[src/rtl/uart_csr_multi_regfile_pkg.sv]
// Shared register map, CTRL/STATUS bit positions and field types for the
// multi-channel UART CSR block.
package uart_csr_multi_regfile_pkg;

   localparam int ERRCNT_W = 8;

   localparam logic [1:0] REG_BAUD   = 2'd0;
   localparam logic [1:0] REG_CTRL   = 2'd1;
   localparam logic [1:0] REG_STATUS = 2'd2;
   localparam logic [1:0] REG_ERRCNT = 2'd3;

   localparam int CTRL_ENABLE      = 0;
   localparam int CTRL_PARITY_EN   = 1;
   localparam int CTRL_PARITY_ODD  = 2;
   localparam int CTRL_STOP2       = 3;
   localparam int CTRL_IRQ_PERR_EN = 4;
   localparam int CTRL_IRQ_DONE_EN = 5;
   localparam int CTRL_W           = 6;

   localparam int ST_BUSY = 0;
   localparam int ST_FREE = 1;
   localparam int ST_PERR = 2;
   localparam int ST_DONE = 3;

   typedef struct packed {
      logic irq_done_en;
      logic irq_perr_en;
      logic stop2;
      logic parity_odd;
      logic parity_en;
      logic enable;
   } uart_ch_ctrl_t;

endpackage

[src/rtl/uart_csr_chan.sv]
// One channel's register slice: BAUD/CTRL storage, sticky perr/done,
// saturating parity-error counter and the registered channel interrupt.
module uart_csr_chan
   import uart_csr_multi_regfile_pkg::*;
#(
   parameter int BAUD_W   = 16,
   parameter int BAUD_RST = 434
) (
   input  logic                clk,
   input  logic                rst_n,
   input  logic                wr_en,
   input  logic [1:0]          wr_reg,
   input  logic [BAUD_W-1:0]   wdata,
   input  logic                parity_error,
   input  logic                busy,
   output logic [BAUD_W-1:0]   baud,
   output logic [CTRL_W-1:0]   ctrl,
   output logic                perr,
   output logic                done,
   output logic [ERRCNT_W-1:0] errcnt,
   output logic                irq
);

   uart_ch_ctrl_t ctrl_q;
   logic          busy_q;
   logic          wr_baud, wr_ctrl, wr_cnt, w1c_perr, w1c_done, busy_fall;

   assign wr_baud   = wr_en && (wr_reg == REG_BAUD);
   assign wr_ctrl   = wr_en && (wr_reg == REG_CTRL);
   assign wr_cnt    = wr_en && (wr_reg == REG_ERRCNT);
   assign w1c_perr  = wr_en && (wr_reg == REG_STATUS) && wdata[ST_PERR];
   assign w1c_done  = wr_en && (wr_reg == REG_STATUS) && wdata[ST_DONE];
   assign busy_fall = busy_q & ~busy;
   assign ctrl      = ctrl_q;

   always_ff @(posedge clk or negedge rst_n) begin
      if (!rst_n) begin
         baud   <= BAUD_W'(BAUD_RST);
         ctrl_q <= '0;
         perr   <= 1'b0;
         done   <= 1'b0;
         errcnt <= '0;
         busy_q <= 1'b0;
         irq    <= 1'b0;
      end else begin
         if (wr_baud) baud <= wdata;
         if (wr_ctrl) ctrl_q <= uart_ch_ctrl_t'(wdata[CTRL_W-1:0]);
         // a set event in the same cycle as a W1C keeps the bit set
         perr   <= parity_error | (perr & ~w1c_perr);
         done   <= busy_fall | (done & ~w1c_done);
         if (wr_cnt)
            errcnt <= {{(ERRCNT_W-1){1'b0}}, parity_error};
         else if (parity_error && (errcnt != '1))
            errcnt <= errcnt + ERRCNT_W'(1);
         busy_q <= busy;
         irq    <= (perr & ctrl_q.irq_perr_en) | (done & ctrl_q.irq_done_en);
      end
   end

endmodule

[src/rtl/uart_csr_multi_regfile.sv]
// Host-bus CSR block for NUM_CH UART channels: request/response handshake,
// channel decode and read mux around an array of per-channel slices.
module uart_csr_multi_regfile
   import uart_csr_multi_regfile_pkg::*;
#(
   parameter int NUM_CH   = 4,
   parameter int DATA_W   = 32,
   parameter int BAUD_W   = 16,
   parameter int BAUD_RST = 434,
   parameter int ADDR_W   = $clog2(NUM_CH) + 2
) (
   input  logic                     clk,
   input  logic                     rst_n,
   input  logic                     req_valid,
   output logic                     req_ready,
   input  logic                     req_write,
   input  logic [ADDR_W-1:0]        req_addr,
   input  logic [DATA_W-1:0]        req_wdata,
   output logic                     rsp_valid,
   input  logic                     rsp_ready,
   output logic [DATA_W-1:0]        rsp_rdata,
   output logic                     rsp_err,
   output logic [NUM_CH*BAUD_W-1:0] cfg_baud_div,
   output logic [NUM_CH-1:0]        cfg_enable,
   output logic [NUM_CH-1:0]        cfg_parity_en,
   output logic [NUM_CH-1:0]        cfg_parity_odd,
   output logic [NUM_CH-1:0]        cfg_stop2,
   input  logic [NUM_CH-1:0]        parity_error,
   input  logic [NUM_CH-1:0]        busy,
   input  logic [NUM_CH-1:0]        free,
   output logic [NUM_CH-1:0]        irq,
   output logic                     irq_any
);

   logic [ADDR_W-1:0]                 ch_idx;
   logic [1:0]                        reg_sel;
   logic                              addr_ok, accept;
   logic [DATA_W-1:0]                 rd_data;
   logic [NUM_CH-1:0][BAUD_W-1:0]     baud;
   logic [NUM_CH-1:0][CTRL_W-1:0]     ctrl;
   logic [NUM_CH-1:0][ERRCNT_W-1:0]   errcnt;
   logic [NUM_CH-1:0]                 perr, done;
   logic                              unused_wdata;

   // ch_idx keeps the full address width so a non-power-of-2 NUM_CH decodes
   assign ch_idx       = req_addr >> 2;
   assign reg_sel      = req_addr[1:0];
   assign addr_ok      = ch_idx < ADDR_W'(NUM_CH);
   assign req_ready    = !rsp_valid || rsp_ready;
   assign accept       = req_valid && req_ready;
   assign irq_any      = |irq;
   assign cfg_baud_div = baud;
   assign unused_wdata = ^req_wdata;

   for (genvar c = 0; c < NUM_CH; c++) begin : g_ch
      uart_csr_chan #(.BAUD_W(BAUD_W), .BAUD_RST(BAUD_RST)) u_chan (
         .clk          (clk),
         .rst_n        (rst_n),
         .wr_en        (accept && req_write && addr_ok && (ch_idx == ADDR_W'(c))),
         .wr_reg       (reg_sel),
         .wdata        (req_wdata[BAUD_W-1:0]),
         .parity_error (parity_error[c]),
         .busy         (busy[c]),
         .baud         (baud[c]),
         .ctrl         (ctrl[c]),
         .perr         (perr[c]),
         .done         (done[c]),
         .errcnt       (errcnt[c]),
         .irq          (irq[c])
      );
      assign cfg_enable[c]     = ctrl[c][CTRL_ENABLE];
      assign cfg_parity_en[c]  = ctrl[c][CTRL_PARITY_EN];
      assign cfg_parity_odd[c] = ctrl[c][CTRL_PARITY_ODD];
      assign cfg_stop2[c]      = ctrl[c][CTRL_STOP2];
   end

   always_comb begin
      rd_data = '0;
      for (int c = 0; c < NUM_CH; c++) begin
         if (ch_idx == ADDR_W'(c)) begin
            case (reg_sel)
               REG_BAUD:   rd_data = DATA_W'(baud[c]);
               REG_CTRL:   rd_data = DATA_W'(ctrl[c]);
               REG_STATUS: rd_data = DATA_W'({done[c], perr[c], free[c], busy[c]});
               default:    rd_data = DATA_W'(errcnt[c]);
            endcase
         end
      end
   end

   always_ff @(posedge clk or negedge rst_n) begin
      if (!rst_n) begin
         rsp_valid <= 1'b0;
         rsp_rdata <= '0;
         rsp_err   <= 1'b0;
      end else if (accept) begin
         rsp_valid <= 1'b1;
         rsp_err   <= !addr_ok;
         rsp_rdata <= (!req_write && addr_ok) ? rd_data : '0;
      end else if (rsp_ready) begin
         rsp_valid <= 1'b0;
      end
   end

endmodule

[config.mk]
export PLATFORM = sky130hd
export DESIGN_NAME = uart_csr_multi_regfile
export DESIGN_NICKNAME = d
export VERILOG_FILES = /design/src/rtl/uart_csr_multi_regfile_pkg.sv /design/src/rtl/uart_csr_chan.sv /design/src/rtl/uart_csr_multi_regfile.sv
export SDC_FILE = /design/constraint.sdc
export NUM_CORES = 1
export LEC_CHECK = 0
export ABC_AREA = 1
export CORE_MARGIN = 2
export CORE_UTILIZATION = 48
export CTS_BUF_LIST = sky130_fd_sc_hd__clkbuf_8
export CTS_CLUSTER_DIAMETER = 80
export CTS_CLUSTER_SIZE = 20
export DETAILED_ROUTE_END_ITERATION = 6
export HOLD_SLACK_MARGIN = 0.08
export PLACE_DENSITY = 0.79
export SLEW_MARGIN = 20
export SYNTH_ARGS = -nofsm -noshare
export SYNTH_HDL_FRONTEND = slang
export SYNTH_SLANG_ARGS = --single-unit
[constraint.sdc]
create_clock -name clk -period 1.43 [get_ports clk]
set_input_delay 0.2145 -clock clk [delete_from_list [all_inputs] [get_ports clk]]
set_output_delay 0.2145 -clock clk [all_outputs]
set_load 0.01 [all_outputs]
=== After elaboration in Yosys (flattened, before gate mapping) ===
Cells that the tools add are included.

* Register bits: 170
* Bits in latches: 0
* Memory bits (writable): 0
* ROM bits: 0
* Input bits: 53
* Output and inout bits: 120
* Word-level logic and storage cells: 177
* Memories kept: 0

* Add/subtract/negate cells: 4
* $mul: 0
* Divide/modulo/power cells: 0
* Order comparisons: 1
* Equality and inequality tests: 10
* Shift operators: 0
* Multiplexer cells: 19
* Bitwise operators: 44
* Reduce and logical (&&, ||, !) cells: 48

{| class="wikitable"
|+ Operators by type and width
! kind !! number
|-
| one-hot mux 16 bit (3 select lines) || 4
|-
| two-way mux 32 bit || 5
|-
| two-way mux 8 bit || 8
|-
| logical AND 1 bit || 36
|-
| adder 8 x 1 -> 8 bit, second input constant || 4
|-
| inequality test 8 bit, second input constant || 4
|-
| bitwise AND 1 bit || 20
|-
| inverter 1 bit || 12
|-
| bitwise OR 1 bit || 12
|-
| nonzero test 2 bit || 5
|-
| == test 2 bit, second input constant || 4
|-
| == test 2 x 1 -> 1 bit, second input constant || 2
|-
| logical NOT 4 bit || 1
|-
| OR reduction 4 bit || 1
|-
| logical NOT 1 bit || 3
|-
| < comparator 2 x 3 -> 1 bit, second input constant || 1
|-
| logical NOT 2 bit || 1
|-
| two-way mux 1 bit || 2
|-
| logical OR 1 bit || 1
|}

=== Longest topological paths before layout ===
* Word-level depth: 11
* Gate-level depth with buffers: 10
* Depth with buffers taken out: 9

=== Hierarchy ===
A second synthesis with hierarchy kept.

* Cells, all modules: 1,129
* Area, all modules: 8,274.2 um^2

{| class="wikitable"
|+ Modules (own cells, without submodules)
! module !! instances !! cells each !! area each (um^2) !! seq. area each (um^2)
|-
| uart_csr_chan || 4 || 185 || 1,549.0 || 857.1
|-
| uart_csr_multi_regfile || 1 || 389 || 2,078.2 || 425.4
|}

=== Worst setup path after synthesis ===
OpenSTA, ideal clock, no wires.

* Path kind: reg-to-reg
* From: register rsp_valid
* To: register g_ch[3].u_chan.ctrl_q, in the netlist g_ch[3].u_chan.ctrl[2]
* Setup time: 0.130 ns
* Arrival time: 1.247 ns
* Data required time: 1.300 ns
* Setup slack: 0.053 ns
* Stages on the path, launching flop included: 8
* Path buffers: 1
* Clock period less this slack: 1.377 ns
* Path through: dfrtp_1 -> a21oi_2 -> nand2_4 -> nor2_4 -> nand2_1 -> buf_4 -> nand2_1 -> o21ai_2

* Cells in the longest elaborated chain, start to end: 7

{| class="wikitable"
|+ Ends and longest elaborated chain
! element !! RTL line !! text
|-
| from (decl) || uart_csr_multi_regfile.sv:19 || <nowiki>output logic rsp_valid,</nowiki>
|-
| from (signal assigned) || uart_csr_multi_regfile.sv:93 || <nowiki>rsp_valid <= 1'b0;</nowiki>
|-
| from (signal assigned) || uart_csr_multi_regfile.sv:97 || <nowiki>rsp_valid <= 1'b1;</nowiki>
|-
| from (signal assigned) || uart_csr_multi_regfile.sv:101 || <nowiki>rsp_valid <= 1'b0;</nowiki>
|-
| logical NOT 1 bit || uart_csr_multi_regfile.sv:49 || <nowiki>assign req_ready = !rsp_valid || rsp_ready;</nowiki>
|-
| logical OR 1 bit || uart_csr_multi_regfile.sv:49 ||
|-
| logical AND 1 bit || uart_csr_multi_regfile.sv:50 || <nowiki>assign accept = req_valid && req_ready;</nowiki>
|-
| logical AND 1 bit (3 in series) || uart_csr_multi_regfile.sv:59 || <nowiki>.wr_en (accept && req_write && addr_ok && (ch_idx == ADDR_W'(c))),</nowiki>
|-
| logical AND 1 bit || uart_csr_chan.sv:29 || <nowiki>assign wr_ctrl = wr_en && (wr_reg == REG_CTRL);</nowiki>
|-
| to (signal assigned) || uart_csr_chan.sv:47 || <nowiki>if (wr_ctrl) ctrl_q <= uart_ch_ctrl_t'(wdata[CTRL_W-1:0]);</nowiki>
|-
| to (decl) || uart_csr_chan.sv:24 || <nowiki>uart_ch_ctrl_t ctrl_q;</nowiki>
|}

Every way passes these cells.
A chain may end at the register's enable or synchronous reset.

=== Worst setup path after layout ===
* From: register g_ch[1].u_chan.irq
* To: output port irq_any

* Cells in the longest elaborated chain, start to end: 1

{| class="wikitable"
|+ Ends and longest elaborated chain
! element !! RTL line !! text
|-
| from (decl) || uart_csr_chan.sv:21 || <nowiki>output logic irq</nowiki>
|-
| from (signal assigned) || uart_csr_chan.sv:56 || <nowiki>irq <= (perr & ctrl_q.irq_perr_en) | (done & ctrl_q.irq_done_en);</nowiki>
|-
| OR reduction 4 bit || uart_csr_multi_regfile.sv:51 || <nowiki>assign irq_any = |irq;</nowiki>
|-
| to (decl) || uart_csr_multi_regfile.sv:32 || <nowiki>output logic irq_any</nowiki>
|}

Every way passes these cells.

==> flow_summary.toml <==
[run_status]
status = "complete, but fails checks"
violations = "design-rule violations, negative setup slack"

[worst_setup_path]
crit_type = "reg -> out"
r2r_start = "rsp_valid"
r2r_slack_ps = -330
rr_worst_depth = 8
cp-end-kind = "primary output"
cp_max_fo = 2
arrival_ps = 1560
cp-start-kind = "flip-flop"
startpoint = "g_ch[1].u_chan.irq"
required_ps = 1220

[final_layout]
final_cells = 1518
drive_gt1_frac = 0.421
fin_nets = 1342
antennaDiodeCount = 0
num-fill-cells = 864
area_growth_pct = 60.3
stdcell_area_um2 = 12700

[placed_design]
hpwlAfterDp_um = 17100
dp.cells = 1395
dp_slack_ps = -534
place_congestion = 0.940
port_buffers = 139
place_area_um2 = 10000

[global_route]
antenna_found_initial = 0
grt_max_degree = 48
grtUsageTotal = 0.303
grt_overflow = 0
grt_first_pass_wirelength_um = 41300
first_global_vias = 7747

[clocking]
cts_buffers = 17
clkTransAtPathRegs_ps = 110
tritoncts = "yes"
cts_root_buffer = "clkbuf_8"
htree_levels = 4
clkSinkCount = 153
insertion_delay_ps = 510
clock_path_buffers = 2

[drt]
wirelength_um = 34900
first_pass_iters = 7
viasPerCell = 6.14
wire_per_inst_um = 23.0
vias = 9316
drt_iter0_markers = 1283
ant_nets = 0
drc = 10

[sta]
tightestPinTransition_ps = 662
finalHoldViolCount = 0
rsz0062_at_grt = "true"
clock_skew_ps = 27.7
period_minus_slack_ps = 1770
setup_ws_ps = -342
fmax_mhz = 564
min_period_over_period = 1.24
setup_tns_ps = -30750
max_slew_margin = 0.558
drv_slew = 0
setup_viol = 165
whs_ps = 135

[synthesis]
synth_cell_types = 38
syn_area_per_cell_um2 = 7.89
synth_seq_area_share = 0.485
synth_seq_cells = 153
netlist_area_um2 = 7950
syn_inst = 1007
ys_warn_count = 0

[floorplan]
die_area_um2 = 17600
die_w_um = 133
fp.coreArea_um2 = 16400
start_util = 0.485
rows = 47
pin_count = 173
die_h_um = 133

[power]
ir_worst_vdd_uv = 787
combPwrFrac = 0.344
intPower_w = 0.00976
power.switching_w = 0.00561
power_density_nw_per_um2 = 1210
power.share.sequential = 0.395
leakagePower_nw = 6.17
swShare = 0.365
p_clk_frac = 0.261

[run]
max_cap_viol_count = 0

[min_path]
worstHoldPathType = "in -> async"
==> cell usage after synthesis, drive strengths merged <==
| cell | n | area, um2 |
|---|---|---|
| o22ai | 2 | 12.5 |
| a31oi | 1 | 6.26 |
| a21oi | 21 | 109 |
| or2 | 7 | 43.8 |
| ha | 4 | 50.1 |
| o211ai | 1 | 7.51 |
| nand4 | 7 | 43.8 |
| conb | 1 | 3.75 |
| or4 | 1 | 7.51 |
| nand2 | 329 | 1290 |
| buf | 72 | 483 |
| a211oi | 2 | 15.0 |
| xnor2 | 2 | 17.5 |
| xor2 | 12 | 105 |
| nand3b | 2 | 15.0 |
| clkbuf | 6 | 22.5 |
| o21ai | 146 | 772 |
| and3 | 1 | 6.26 |
| a22o | 4 | 35.0 |
| nor3 | 5 | 25.0 |
| inv | 78 | 295 |
| dfrtp | 133 | 3330 |
| dfstp | 20 | 526 |
| nand3 | 89 | 450 |
| nor2 | 61 | 280 |
==> path summary, 6_finish.rpt <==
path	endpoint
worst max-delay path	irq_any
worst min-delay path	g_ch[1].u_chan.errcnt[1]
worst max register to register	g_ch[0].u_chan.baud[2]
worst min register to register	rsp_rdata[10]
max in group asynchronous	g_ch[0].u_chan.baud[1]
min in group clk	g_ch[3].u_chan.busy_q
==> through the flow <==
step                total power [W]  utilization
finish                       0.0154        0.777
global route                 0.0158        0.777
CTS                          0.0138        0.678
detailed placement          0.00988        0.611
global placement            0.00976        0.611
floorplan                   0.00788            -
==> power by group through the flow <==
stage,Sequential [W],Combinational (W),Clock [W]
detailed placement,0.00597,0.00391,0
CTS,0.00588,0.00403,0.00388
floorplan,0.00599,0.00188,0
global placement,0.00595,0.00381,0
global route,0.00613,0.00558,0.00413
finish,0.00607,0.00529,0.00401
==> cell families (layout without fill, tap and decap cells) <==
| kind of cell | after synthesis | count (layout) | synth area share |
|---|---|---|---|
| buffers and inverters | 156 | 423 | 0.101 |
| other | 1 | 17 | 0.000472 |
| AND/OR/NAND/NOR | 502 | 510 | 0.272 |
| adder cells (fa/ha/maj) | 4 | 4 | 0.00630 |
| AO/OA/AOI/OAI | 177 | 177 | 0.120 |
| flip-flops | 153 | 153 | 0.485 |
| XOR/XNOR | 14 | 14 | 0.0154 |
==> cells in the final DEF, fill, tap and decap left out, types with 4 or more instances in the layout <==
cell type	instances
a21oi_1	18
a22o_1	4
buf_12	22
buf_16	7
buf_2	20
buf_4	123
buf_6	26
bufinv_16	5
clkbuf_2	4
clkbuf_8	19
clkdlybuf4s15_1	28
clkdlybuf4s50_1	35
conb_1	17
dfrtp_1	129
dfrtp_2	4
dfstp_2	20
dlygate4sd2_1	44
inv_1	67
inv_2	7
inv_4	4
nand2_1	205
nand2_2	57
nand2_4	56
nand2_8	19
nand3_1	55
nand3_2	30
nand3_4	4
nand4_1	7
nor2_1	41
nor2_2	7
nor2_4	12
nor3_1	4
o21ai_0	35
o21ai_1	35
o21ai_2	74
or2_2	7
xor2_1	12
==> state kept, by name, summed over array words and instances (netlist names) <==
name                count
g_ch.u_chan.baud       64
g_ch.u_chan.busy_q      4
g_ch.u_chan.ctrl       24
g_ch.u_chan.done        4
g_ch.u_chan.errcnt     32
g_ch.u_chan.irq         4
g_ch.u_chan.perr        4
rsp_rdata              16
rsp_valid               1
==> what timing repair did <==
item | 4_1_cts | 5_1_grt
buffers inserted | 37 | 37
gates resized for setup | 303 | 337
hold buffers | 1 | 0
endpoints found under the hold margin | 133 | 0
setup endpoints to repair | 205 | 173
pin swaps | 12 | 58
cloned | 8 | 10
==> metal layers <==
layer	up-vias	wire (um)	share of wire	GRT usage
met3	287	4180	0.12	0.0582
met5	-	0	0	0
met2	860	16000	0.46	0.488
met4	0	2610	0.075	0.145
li1	3798	-	-	-
met1	4371	12100	0.35	0.397
==> worst max-delay path: stages, from the launching register on <==
cell and delay, ps:
dfrtp_1 380, or4_1 520, buf_2 160
==> final cells by class <==
cell class / instances / area [um2] / share of cell area
inverters: 78 / 325 / 0.0255
multi-input cells: 722 / 4750 / 0.373
clock inverters: 13 / 201 / 0.0158
flip-flops and latches: 153 / 3860 / 0.303
repair buffers: 313 / 3070 / 0.241
clock buffers: 19 / 262 / 0.0205
well taps: 220 / 275 / 0.0216
Power figures use the tool's default switching activity.
